--- config.mk ---
export PLATFORM = sky130hd
export DESIGN_NAME = instr_fetch_unit_flat
export DESIGN_NICKNAME = d
export VERILOG_FILES = /design/src/rtl/cpu_pkg.sv /design/src/rtl/instr_fetch_unit_if.sv /design/src/rtl/instr_fetch_unit_fetch_fifo.sv /design/src/rtl/instr_fetch_unit.sv /design/src/flat_wrapper.sv
export SDC_FILE = /design/constraint.sdc
export NUM_CORES = 1
export LEC_CHECK = 0
export CORE_AREA = 2 2 190 192
export DETAILED_ROUTE_END_ITERATION = 6
export DIE_AREA = 0 0 192 194
export HOLD_SLACK_MARGIN = 0.02
export PLACE_DENSITY = 0.74
export SKIP_LAST_GASP = 1
export SLEW_MARGIN = 20
export SYNTH_ARGS = -nofsm -noshare
export SYNTH_HDL_FRONTEND = slang
export SYNTH_HIERARCHICAL = 1
export SYNTH_SLANG_ARGS = --single-unit
--- constraint.sdc ---
create_clock -name clk -period 6 [get_ports clk]
set_input_delay 1.2 -clock clk [delete_from_list [all_inputs] [get_ports clk]]
set_output_delay 1.2 -clock clk [all_outputs]
set_load 0.05 [all_outputs]
--- src/rtl/cpu_pkg.sv ---
// Shared fetch-stage definitions: widths, reset PC and fetch FSM encoding.
// Latency: n/a (types and constants only).
// Backpressure: n/a.
package cpu_pkg;

  localparam int              PC_W     = 32;
  localparam int              INSTR_W  = 32;
  localparam logic [PC_W-1:0] RESET_PC = '0;

  typedef enum logic {
    FS_IDLE = 1'b0,
    FS_RUN  = 1'b1
  } fetch_state_e;

endpackage

--- src/rtl/instr_fetch_unit_if.sv ---
// Fetch-stage bus bundle: instruction memory request/response, decoder handshake, redirect.
// Latency: n/a (wires only).
// Backpressure: imem_req_ready and instr_ready throttle; imem responses are never stalled.
// Ports (master = fetch unit): drives imem_req_*, instr_valid/data/pc;
//   receives imem_req_ready, imem_rsp_*, instr_ready, redirect_*.
interface instr_fetch_unit_if #(
  parameter int PC_W = cpu_pkg::PC_W
);
  import cpu_pkg::*;

  logic               imem_req_valid;
  logic               imem_req_ready;
  logic [PC_W-1:0]    imem_req_addr;
  logic               imem_rsp_valid;
  logic [INSTR_W-1:0] imem_rsp_data;
  logic               instr_valid;
  logic               instr_ready;
  logic [INSTR_W-1:0] instr_data;
  logic [PC_W-1:0]    instr_pc;
  logic               redirect_valid;
  logic [PC_W-1:0]    redirect_target;

  modport master (
    output imem_req_valid, imem_req_addr, instr_valid, instr_data, instr_pc,
    input  imem_req_ready, imem_rsp_valid, imem_rsp_data, instr_ready,
           redirect_valid, redirect_target
  );

  modport slave (
    input  imem_req_valid, imem_req_addr, instr_valid, instr_data, instr_pc,
    output imem_req_ready, imem_rsp_valid, imem_rsp_data, instr_ready,
           redirect_valid, redirect_target
  );

endinterface

--- src/rtl/instr_fetch_unit_fetch_fifo.sv ---
// Generic synchronous FIFO (module fetch_fifo) with occupancy count and flush.
// Latency: a word pushed in cycle N is visible at the head in cycle N+1.
// Backpressure: push ignored when full unless a pop happens in the same cycle; pop ignored when empty.
// Ports: clk, reset (async active-low), flush, push/push_data, pop/pop_data (head, 0 when empty), count.
module fetch_fifo #(
  parameter int W     = 64,
  parameter int DEPTH = 4,
  parameter int CW    = $clog2(DEPTH + 1)
) (
  input  logic          clk,
  input  logic          reset,
  input  logic          flush,
  input  logic          push,
  input  logic [W-1:0]  push_data,
  input  logic          pop,
  output logic [W-1:0]  pop_data,
  output logic [CW-1:0] count
);

  localparam int            AW   = (DEPTH > 1) ? $clog2(DEPTH) : 1;
  localparam logic [CW-1:0] FULL = CW'(DEPTH);

  logic [W-1:0]  mem [DEPTH];
  logic [AW-1:0] wr_ptr, rd_ptr;
  logic          do_push, do_pop;

  assign do_pop  = pop && (count != '0);
  // A pop frees the slot in the same cycle, so a full FIFO can still accept.
  assign do_push = push && ((count != FULL) || do_pop);

  always_ff @(posedge clk or negedge reset) begin
    if (!reset) begin
      wr_ptr <= '0;
      rd_ptr <= '0;
      count  <= '0;
    end else if (flush) begin
      wr_ptr <= '0;
      rd_ptr <= '0;
      count  <= '0;
    end else begin
      if (do_push) wr_ptr <= wr_ptr + AW'(1);
      if (do_pop)  rd_ptr <= rd_ptr + AW'(1);
      count <= count + CW'(do_push) - CW'(do_pop);
    end
  end

  always_ff @(posedge clk) begin
    if (do_push && !flush) mem[wr_ptr] <= push_data;
  end

  // Storage is not reset; masking keeps the head at zero whenever nothing is buffered.
  assign pop_data = (count == '0) ? '0 : mem[rd_ptr];

endmodule

--- src/rtl/instr_fetch_unit.sv ---
// Fetch stage: owns the PC, issues imem reads, buffers words, presents {instr, pc} to decode.
// Latency: request accept to instr_valid = memory latency + 1 cycle.
// Backpressure: requests issued only while buffered + outstanding < DEPTH; instr_ready pops the head.
// Ports: clk, reset (async active-low), bus (instr_fetch_unit_if.master).
module instr_fetch_unit #(
  parameter int              PC_W     = cpu_pkg::PC_W,
  parameter int              DEPTH    = 4,
  parameter logic [PC_W-1:0] RESET_PC = cpu_pkg::RESET_PC
) (
  input logic                clk,
  input logic                reset,
  instr_fetch_unit_if.master bus
);
  import cpu_pkg::*;

  localparam int            CW      = $clog2(DEPTH + 1);
  localparam logic [CW:0]   DEPTH_C = (CW + 1)'(DEPTH);

  fetch_state_e            state, state_nxt;
  logic [PC_W-1:0]         fetch_pc;
  logic [CW-1:0]           outstanding, outstanding_nxt, discard;
  logic [CW-1:0]           fifo_count, tag_count;
  logic [CW:0]             in_use;
  logic                    req_valid, req_fire, rsp_take, redirect;
  logic [PC_W-1:0]         tag_pc;
  logic [INSTR_W+PC_W-1:0] head;

  assign redirect = bus.redirect_valid;
  // Outstanding requests each reserve a FIFO slot, so responses can never overflow it.
  assign in_use   = {1'b0, fifo_count} + {1'b0, outstanding};

  always_ff @(posedge clk or negedge reset) begin
    if (!reset) state <= FS_IDLE;
    else        state <= state_nxt;
  end

  always_comb begin
    state_nxt = state;
    req_valid = 1'b0;
    case (state)
      FS_IDLE: state_nxt = FS_RUN;
      FS_RUN:  req_valid = !redirect && (in_use < DEPTH_C);
      default: state_nxt = FS_IDLE;
    endcase
  end

  assign req_fire        = req_valid && bus.imem_req_ready;
  assign rsp_take        = bus.imem_rsp_valid && (discard == '0);
  assign outstanding_nxt = outstanding + CW'(req_fire) - CW'(bus.imem_rsp_valid);

  always_ff @(posedge clk or negedge reset) begin
    if (!reset) begin
      fetch_pc    <= RESET_PC;
      outstanding <= '0;
      discard     <= '0;
    end else begin
      outstanding <= outstanding_nxt;
      if (redirect) begin
        // Everything still in flight after this cycle belongs to the old path.
        fetch_pc <= bus.redirect_target;
        discard  <= outstanding_nxt;
      end else begin
        if (req_fire) fetch_pc <= fetch_pc + PC_W'(1);
        if (bus.imem_rsp_valid && (discard != '0)) discard <= discard - CW'(1);
      end
    end
  end

  // Tags of dropped responses were flushed at the redirect, so only kept responses pop a tag.
  fetch_fifo #(.W(PC_W), .DEPTH(DEPTH), .CW(CW)) u_tag_q (
    .clk       (clk),
    .reset     (reset),
    .flush     (redirect),
    .push      (req_fire),
    .push_data (fetch_pc),
    .pop       (rsp_take),
    .pop_data  (tag_pc),
    .count     (tag_count)
  );

  fetch_fifo #(.W(INSTR_W + PC_W), .DEPTH(DEPTH), .CW(CW)) u_instr_q (
    .clk       (clk),
    .reset     (reset),
    .flush     (redirect),
    .push      (rsp_take),
    .push_data ({bus.imem_rsp_data, tag_pc}),
    .pop       (bus.instr_ready),
    .pop_data  (head),
    .count     (fifo_count)
  );

  assign bus.imem_req_valid = req_valid;
  assign bus.imem_req_addr  = fetch_pc;
  assign bus.instr_valid    = (fifo_count != '0);
  assign {bus.instr_data, bus.instr_pc} = head;

  a_rsp_has_request: assert property (@(posedge clk) disable iff (!reset)
    bus.imem_rsp_valid |-> (outstanding != '0));

  a_occupancy_bound: assert property (@(posedge clk) disable iff (!reset)
    ({1'b0, fifo_count} <= DEPTH_C) && ({1'b0, tag_count} <= DEPTH_C));

endmodule

--- src/flat_wrapper.sv ---
// flat-port wrapper written by rule: the top's interface ports become plain ports
module instr_fetch_unit_flat import cpu_pkg::*;
#(
  parameter int              PC_W     = cpu_pkg::PC_W,
  parameter int              DEPTH    = 4,
  parameter logic [PC_W-1:0] RESET_PC = cpu_pkg::RESET_PC
)
  (clk, reset, bus_imem_req_valid, bus_imem_req_addr, bus_instr_valid, bus_instr_data, bus_instr_pc, bus_imem_req_ready, bus_imem_rsp_valid, bus_imem_rsp_data, bus_instr_ready, bus_redirect_valid, bus_redirect_target);
  instr_fetch_unit_if #(.PC_W(PC_W)) bus_i ();
  input logic clk;
  input logic reset;
  output wire logic [$bits(bus_i.imem_req_valid)-1:0] bus_imem_req_valid;
  output wire logic [$bits(bus_i.imem_req_addr)-1:0] bus_imem_req_addr;
  output wire logic [$bits(bus_i.instr_valid)-1:0] bus_instr_valid;
  output wire logic [$bits(bus_i.instr_data)-1:0] bus_instr_data;
  output wire logic [$bits(bus_i.instr_pc)-1:0] bus_instr_pc;
  input wire logic [$bits(bus_i.imem_req_ready)-1:0] bus_imem_req_ready;
  input wire logic [$bits(bus_i.imem_rsp_valid)-1:0] bus_imem_rsp_valid;
  input wire logic [$bits(bus_i.imem_rsp_data)-1:0] bus_imem_rsp_data;
  input wire logic [$bits(bus_i.instr_ready)-1:0] bus_instr_ready;
  input wire logic [$bits(bus_i.redirect_valid)-1:0] bus_redirect_valid;
  input wire logic [$bits(bus_i.redirect_target)-1:0] bus_redirect_target;
  assign bus_imem_req_valid = bus_i.imem_req_valid;
  assign bus_imem_req_addr = bus_i.imem_req_addr;
  assign bus_instr_valid = bus_i.instr_valid;
  assign bus_instr_data = bus_i.instr_data;
  assign bus_instr_pc = bus_i.instr_pc;
  assign bus_i.imem_req_ready = bus_imem_req_ready;
  assign bus_i.imem_rsp_valid = bus_imem_rsp_valid;
  assign bus_i.imem_rsp_data = bus_imem_rsp_data;
  assign bus_i.instr_ready = bus_instr_ready;
  assign bus_i.redirect_valid = bus_redirect_valid;
  assign bus_i.redirect_target = bus_redirect_target;
  instr_fetch_unit #(.PC_W(PC_W), .DEPTH(DEPTH), .RESET_PC(RESET_PC)) u_core (.clk(clk), .reset(reset), .bus(bus_i));
endmodule
Word-level counts from Yosys, hierarchy flattened

Memory sizes are Yosys's and may differ from the RTL's.
Index checks and enable logic that the tools add are counted.

Flip-flop bits (word level): 53
Bits in writable memories: 384
Bits of input ports: 70
Output and inout port bits: 98
Word-level logic and storage cells: 74
Memories: 2

Memories:

| memory               | words | bits a word | read ports | clocked after memory_dff | write ports | RTL line                          | source |
|---|---|---|---|---|---|---|---|
| u_core.u_instr_q.mem | 4     | 64          | 1          | 0                        | 1           | instr_fetch_unit_fetch_fifo.sv:23 | `logic [W-1:0] mem [DEPTH];` |
| u_core.u_tag_q.mem   | 4     | 32          | 1          | 0                        | 1           | instr_fetch_unit_fetch_fifo.sv:23 |  |

Add/subtract/negate cells: 13
Order comparisons: 1
Equal/unequal tests: 2
Muxes and demuxes: 21
Reductions and logical operators: 25

Operators by type and width:

| cell                                                        | number |
|---|---|
| 2-to-1 mux 32 bit                                           | 3 |
| 2-to-1 mux 64 bit                                           | 1 |
| adder 32 x 1 -> 32 bit (second input constant)              | 1 |
| 2-to-1 mux 2 bit                                            | 8 |
| 2-to-1 mux 3 bit                                            | 4 |
| nonzero test 2 bit                                          | 6 |
| logical AND 1 bit                                           | 10 |
| adder 3 x 1 -> 3 bit                                        | 3 |
| zero test 3 bit                                             | 3 |
| nonzero test 3 bit                                          | 3 |
| subtractor 3 x 1 -> 3 bit                                   | 3 |
| adder 2 x 1 -> 2 bit (second input constant)                | 4 |
| != test 3 bit (second input constant)                       | 2 |
| 2-to-1 mux 1 bit                                            | 5 |
| adder 3 x 3 -> 4 bit                                        | 1 |
| less-than comparator 4 x 3 -> 1 bit (second input constant) | 1 |
| subtractor 3 x 1 -> 3 bit (second input constant)           | 1 |
| logical OR 1 bit                                            | 2 |
| zero test 1 bit                                             | 1 |

Logic depth before layout (Yosys ltp)

Gate-level depths: netlist of the first run.

Word-level depth: 9
Depth in mapped cells: 15
Gate-level depth less buffers: 14

Cells and area by module

Netlist of the first run, hierarchy kept.

By module, submodules not included:

| module                        | times used | cells each | area an instance (µm²) | seq. area each (µm²) |
|---|---|---|---|---|
| fetch_fifo (u_core.u_instr_q) | 1          | 451        | 10119.7                | 7862.5 |
| fetch_fifo (u_core.u_tag_q)   | 1          | 250        | 5307.6                 | 4018.9 |
| instr_fetch_unit              | 1          | 265        | 2356.0                 | 975.9 |

Worst setup path before layout of the first run

No wires, ideal clock.

Path type: input port to flip-flop
From: in bus_imem_rsp_valid
To: mem u_core.u_instr_q.mem[0][0], enable pin
Setup time: 0.578 ns
Arrival time: 6.442 ns
Path slack: -1.020 ns
Stages on the path: 5
Path buffers: 0
Cell sequence: inv_1 > nor2_1 > o41a_1 > inv_1 > nor3b_1

Word-level cells in the longest chain between the ends: 5

Ends and longest elaborated chain:

| what                                   | RTL line                          | source |
|---|---|---|
| from (decl)                            | flat_wrapper.sv:18                | `input wire logic [$bits(bus_i.imem_rsp_valid)-1:0] bus_imem_rsp_valid;` |
| logical AND 1 bit                      | instr_fetch_unit.sv:48            | `assign rsp_take = bus.imem_rsp_valid && (discard == '0);` |
| net u_core.rsp_take                    | instr_fetch_unit.sv:24            | `logic req_valid, req_fire, rsp_take, redirect;` |
| logical AND 1 bit                      | instr_fetch_unit_fetch_fifo.sv:29 | `assign do_push = push && ((count != FULL) \|\| do_pop);` |
| logical AND 1 bit                      | instr_fetch_unit_fetch_fifo.sv:48 | `if (do_push && !flush) mem[wr_ptr] <= push_data;` |
| 2-to-1 mux 1 bit                       | instr_fetch_unit_fetch_fifo.sv:48 |  |
| 2-to-1 mux 1 bit (not written as such) | instr_fetch_unit_fetch_fifo.sv:48 |  |
| to (decl)                              | instr_fetch_unit_fetch_fifo.sv:23 |  |

The timed path passes the listed nets, and every way through them passes these cells.

Worst setup path in the final report of the first run

From: reg u_core.u_instr_q.rd_ptr[0]
To: out bus_instr_data[16]

Word-level cells in the longest chain between the ends: 2

Ends and longest elaborated chain:

| what                   | RTL line                          | source |
|---|---|---|
| from (decl)            | instr_fetch_unit_fetch_fifo.sv:24 | `logic [AW-1:0] wr_ptr, rd_ptr;` |
| from (signal assigned) | instr_fetch_unit_fetch_fifo.sv:42 | `if (do_pop) rd_ptr <= rd_ptr + AW'(1);` |
| memory (4 x 64 bit)    | n/a                               |  |
| 2-to-1 mux 64 bit      | instr_fetch_unit_fetch_fifo.sv:52 | `assign pop_data = (count == '0) ? '0 : mem[rd_ptr];` |
| to (decl)              | flat_wrapper.sv:15                | `output wire logic [$bits(bus_i.instr_data)-1:0] bus_instr_data;` |

No other way between the ends.

==> out/qor.yml, run 1 <==
grt:
  gr-usage-all-layers_pct: 18.6
  overflow: 0
  grt_max_degree: 67
  grt_pass1_vias: 9591
  grt_pass1_wl_um: 53500
  antenna_found_initial: 0
layout:
  final_common_cell: "edfxtp_1"
  final_cell_mix: "384 x edfxtp_1, 165 x clkdlybuf4s50_1, 99 x nor2b_1, 96 x mux4_2, 49 x dfrtp_1"
  fin_cells: 1646
  fillerInstances: 2566
  area_delta_synth_final_pct: 19.5
  regArea_um2: 12900
  nets: 1246
  layout-drive-gt1-share_pct: 16.6
  diodes: 0
  multi_input_area_um2: 4610
clock_tree:
  cts.path.max_buffers: 3
  cts_resized: 0
  cts.clk_slew.worst_paths_ps: 60
  clock-sinks: 437
  worst_skew_pair.late_latency_ps: 540
  cts_setup_buffers: 0
  clock-root-buffer: "clkbuf_16"
  ctsHtreeMaxLevel: 2
  cts_tree: "built"
  cts_hold_buf: 0
  numCtsBuffers: 44
setup_path:
  cp_max_fo: 42
  path_class: "reg2out"
  startpoint: "u_core/u_instr_q/rd_ptr[0]"
  end_kind: "output pin"
  start_kind: "register"
  r2r-start: "u_core/u_instr_q/count[2]"
  arrival_ps: 3390
  required_ps: 4800
sta:
  finalSetupViolations: 0
  final_max_slew_viol_count: 0
  slew_headroom_pct: 33.2
  hold_violations: 0
  fmax_ghz: 0.218
  timing.final.crit_share_pct: 76.6
  period_minus_slack_ps: 4590
  worst_slew_pin_slew_ps: 1000
  rsz0062_at_grt: "false"
  finClkSkew_ps: 13.9
  hold_slack_ps: 546
floorplanning:
  rows: 69
  die_area_um2: 37200
  initial_core_util_pct: 50.5
  die_x_um: 192
  dieHeight_um: 194
  core-area_um2: 35200
  io_pins: 168
synth:
  yosys.cell_types.count: 55
  synth_warnings: 6
  ys_seq_elements: 437
  ys.flop_type: "edfxtp_1"
  syn_area_um2: 17800
  syn_nets: 1058
  async_flop_share_pct: 12.1
  syn_inst: 966
  synth-edff-count: 384
  postSynthAreaPerCell_um2: 18.4
  synth_seq_area_share_pct: 72.3
outcome:
  outcome: "finished, final reports clean"
detailed_routing:
  drc: 0
  first_pass_iters: 5
  wl_per_cell_um: 20.6
  ant_nets: 0
  drt_wl_total_um: 33900
  via_count: 9298
  vias_per_cell: 5.65
  drt_iter0_drc: 635
placed_design:
  dp_hpwl_um: 19900
  dp.cells: 1569
  place.gp.congestion: 0.814
  io_buffers: 167
flow_run:
  cap_violations: 0
pwr:
  powerDensity_nw_per_um2: 418
  vdd_drop_max_v: 0.000272
  leakage_nw: 6.90
min_path:
  hp-class: "reg2reg"
  min_from: "u_core/outstanding[0]"
## sequential cells by signal (all words and copies together) (netlist names), 3 cells and up
name	cells
u_core/u_tag_q/count	3
u_core/u_instr_q/count	3
u_core/u_tag_q/mem	128
u_core/discard	3
u_core/u_instr_q/mem	256
u_core/bus.imem_req_addr	32
u_core/outstanding	3
## cell type report
| cell class | count | share of cell area, % |
|---|---|---|
| clock inverter | 18 | 0.612 |
| clock buffer | 59 | 5.54 |
| multi-input combinational | 461 | 21.7 |
| tap | 461 | 2.71 |
| timing repair buffer | 186 | 8.49 |
| sequential | 437 | 60.5 |
| inverter | 24 | 0.424 |
## metrics by stage
step | setup slack (ps) | util [%] | area [um2] | setup TNS [ps] | total power, mW
after floorplan | -1020 | - | 17800 | -260050 | 5.65
after global placement | 1890 | 56.6 | 19900 | 0 | 6.45
after detailed placement | 1870 | 56.6 | 19900 | 0 | 6.49
after CTS | 1290 | 60.3 | 21300 | 0 | 8.99
after global routing | 1170 | 60.3 | 21300 | 0 | 9.28
final | 1410 | 60.3 | 21300 | 0 | 8.89
## worst paths after layout
check / endpoint / slack, ps / cells after the start
max: bus_instr_data[16] / 1410 / 4
max in group asynchronous: u_core/u_instr_q/rd_ptr[0] / 4650 / 2
min: u_core/outstanding[0] / 550 / 1
min reg2reg: u_core/outstanding[0] / 550 / 1
min in group asynchronous: u_core/bus.imem_req_addr[2] / 780 / 2
max reg2reg: u_core/u_tag_q/mem[3][10] / 2710 / 8
## logic make-up after synthesis
logic type               after synthesis  share of synthesized area (%)
XOR/XNOR                              15                          0.739
buffers and inverters                 68                           1.96
multiplexers                         104                           12.6
AND/OR/NAND/NOR                      260                           8.36
adder cells (fa/ha/maj)               22                           1.67
AO/OA/AOI/OAI                         59                           2.31
other                                  1                         0.0211
flip-flops                           437                           72.3
## power breakdown
part           internal, mW  switching (mW)  total [mW]
clock                  1.42            1.07        2.50
combinational         0.996            1.61        2.60
sequential             3.55           0.240        3.79
total                  5.97            2.92        8.89
## cells in the mapped netlist, types with 19 or more instances
cell type | count | area, um2
nor2b_1 | 99 | 619
ha_1 | 19 | 238
nor2_1 | 26 | 97.6
clkbuf_1 | 21 | 78.8
nand3_1 | 27 | 135
dfrtp_1 | 53 | 1330
o21ai_0 | 19 | 95.1
mux4_2 | 96 | 2160
edfxtp_1 | 384 | 11500
nand2_1 | 45 | 169
inv_1 | 24 | 90.1
## critical path, stage by stage, from the launching register on
cell and delay (ps):
dfrtp_4 970, buf_4 440, mux4_2 550, nor2b_1 140
clkdlybuf4s50_1 730
## metal layers
metal	track usage (%)	vias up	routed length [um]
li1	-	4173	-
met1	27.1	4733	15200
met2	29.6	337	16200
met3	2.77	55	1860
met4	4.98	0	619
met5	0	-	0
Power figures use the tool's default switching activity.
==> run 2: changes to the inputs <==
- clock period: 6 -> 4.19 ns (I/O delays scaled with it)
==> out/qor.yml, run 2 (same netlist as run 1, synthesis figures left out) <==
setup_path:
  reg2reg_to: "u_core/u_instr_q/count[2]"
  start_kind: "register"
  path_class: "reg2out"
  endpoint: "bus_instr_data[2]"
  startpoint: "u_core/u_instr_q/rd_ptr[1]"
  r2r-start: "u_core/discard[0]"
  end_kind: "output pin"
  worstRegToRegCells: 14  # +6
  required_ps: 3350  # -1450 ps
  rrSetupSlack_ps: 1270  # -1440 ps
  arrival_ps: 3060  # -330 ps
  cp_max_fo: 33  # -21%
floorplanning:
  rows: 69  # unchanged
  io_pins: 168  # unchanged
  core-area_um2: 35200  # unchanged
  dieHeight_um: 194  # unchanged
  die_x_um: 192  # unchanged
  die_area_um2: 37200  # unchanged
  initial_core_util_pct: 50.5  # unchanged
clock_tree:
  clock-root-buffer: "clkbuf_16"
  cts.path.max_buffers: 3  # unchanged
  cts_resized: 0  # unchanged
  clock-sinks: 437  # unchanged
  cts.clk_slew.worst_paths_ps: 60  # about the same
  cts_hold_buf: 0  # unchanged
  worst_skew_pair.late_latency_ps: 550  # about the same
  cts_tree: "built"
  cts_setup_buffers: 0  # unchanged
  ctsHtreeMaxLevel: 2  # unchanged
  numCtsBuffers: 44  # unchanged
grt:
  overflow: 0  # unchanged
  antenna_found_initial: 0  # unchanged
  gr-usage-all-layers_pct: 18.8  # +0.27 points
  grt_pass1_wl_um: 53800  # +0.57%
  grt_pass1_vias: 9610  # +0.20%
  grt_max_degree: 67  # unchanged
pwr:
  vdd_drop_max_v: 0.000397  # +46%
  powerDensity_nw_per_um2: 611  # +46%
  fin_total_pwr_mw: 13.2  # +48%
  leakage_nw: 7.04  # +2.1%
sta:
  hold_violations: 0  # unchanged
  rsz0062_at_grt: "false"
  finalSetupViolations: 0  # unchanged
  finClkSkew_ps: 20.7  # +6.73 ps
  fmax_ghz: 0.256
  final_max_slew_viol_count: 0  # unchanged
  period_minus_slack_ps: 3900
  timing.final.crit_share_pct: 93.1
  slew_headroom_pct: 39.8  # +6.6 points
  worst_slew_pin_slew_ps: 903  # -98.8 ps
detailed_routing:
  first_pass_iters: 4  # -1
  vias_per_cell: 5.60  # -0.85%
  via_count: 9253  # -0.48%
  drt_iter0_drc: 698  # +9.9%
  ant_nets: 0  # unchanged
  drt_wl_total_um: 34400  # +1.4%
  drc: 0  # unchanged
  wl_per_cell_um: 20.8  # +1.0%
layout:
  fillerInstances: 2571  # +0.19%
  stdcell_area_um2: 21600  # +1.5%
  largest_register_ffs: 256  # unchanged
  final_cell_mix: "384 x edfxtp_1, 165 x clkdlybuf4s50_1, 99 x nor2b_1, 96 x mux4_2, 49 x dfrtp_1"
  top_register: "u_core/u_instr_q/mem"
  nets: 1248  # +0.16%
  diodes: 0  # unchanged
  final_common_cell: "edfxtp_1"
  area_delta_synth_final_pct: 21.3
  layout-drive-gt1-share_pct: 17.1  # +0.50 points
placed_design:
  placed_area_um2: 20100  # +0.83%
  dp_hpwl_um: 20300  # +1.6%
  io_buffers: 167  # unchanged
  place.gp.congestion: 0.831  # +2.2%
min_path:
  hp-class: "in2async"
outcome:
  outcome: "finished, final reports clean"
flow_run:
  cap_violations: 0  # unchanged
run 2: changes by cell type in the layout (fill, tap and decap cells not counted), sizes merged:
cell | previous run | this run
clkinvlp | 3 | 2
bufinv | 1 | 6
clkinv | 12 | 14
buf | 21 | 23
clkbuf | 59 | 57
run 2: per-layer routing:
layer  vias up  track usage [%]  wire (um)
met5         -                0          0
met4         0             5.51        810
met3        63             2.99       1810
met2       302             30.6      16600
met1      4702             26.6      15100
li1       4186                -          -
run 2: how the worst min path moves through the flow:
stage	endpoint	start	slack [ps]
after global placement	u_core/outstanding[0]	u_core/outstanding[0]	530
after floorplan	u_core/outstanding[0]	u_core/outstanding[0]	500
after global routing	u_core/bus.imem_req_addr[19]	reset	490
after detailed placement	u_core/outstanding[0]	u_core/outstanding[0]	540
after CTS	u_core/bus.imem_req_addr[17]	reset	450
final	u_core/bus.imem_req_addr[21]	reset	420
run 2: area by class of cell:
cell class / instances / area, um2 / share of cell area, %
flip-flops and latches: 437 / 12900 / 59.7
inverters: 24 / 90.1 / 0.418
repair buffers: 188 / 1940 / 9.02
well taps: 461 / 577 / 2.67
clock buffers: 57 / 1180 / 5.48
clock inverters: 24 / 273 / 1.26
multi-input cells: 461 / 4640 / 21.5
run 2: worst max-delay path, cell delays in order, from the launching register on:
cell and delay (ps):
dfrtp_2 940, buf_4 350, mux4_2 320, nor2b_1 140, clkdlybuf4s50_1 730
run 2: power breakdown:
part / internal, mW / switching, mW / total (mW)
combinational: 1.49 / 2.37 / 3.86
clock: 2.36 / 1.57 / 3.93
sequential: 5.08 / 0.293 / 5.38
total: 8.93 / 4.24 / 13.2
run 2: stage by stage:
stage               hold slack [ps]  cells  utilization [%]  setup TNS (ps)  setup slack (ps)
detailed placement              543   1571             57.1               0               599
global placement                527   1571             57.1               0               615
global route                    492   1652             61.2               0               149
CTS                             446   1652             61.2               0               225
floorplan                       500    966                -          -58240              -235
finish                          415   1652             61.2               0               288
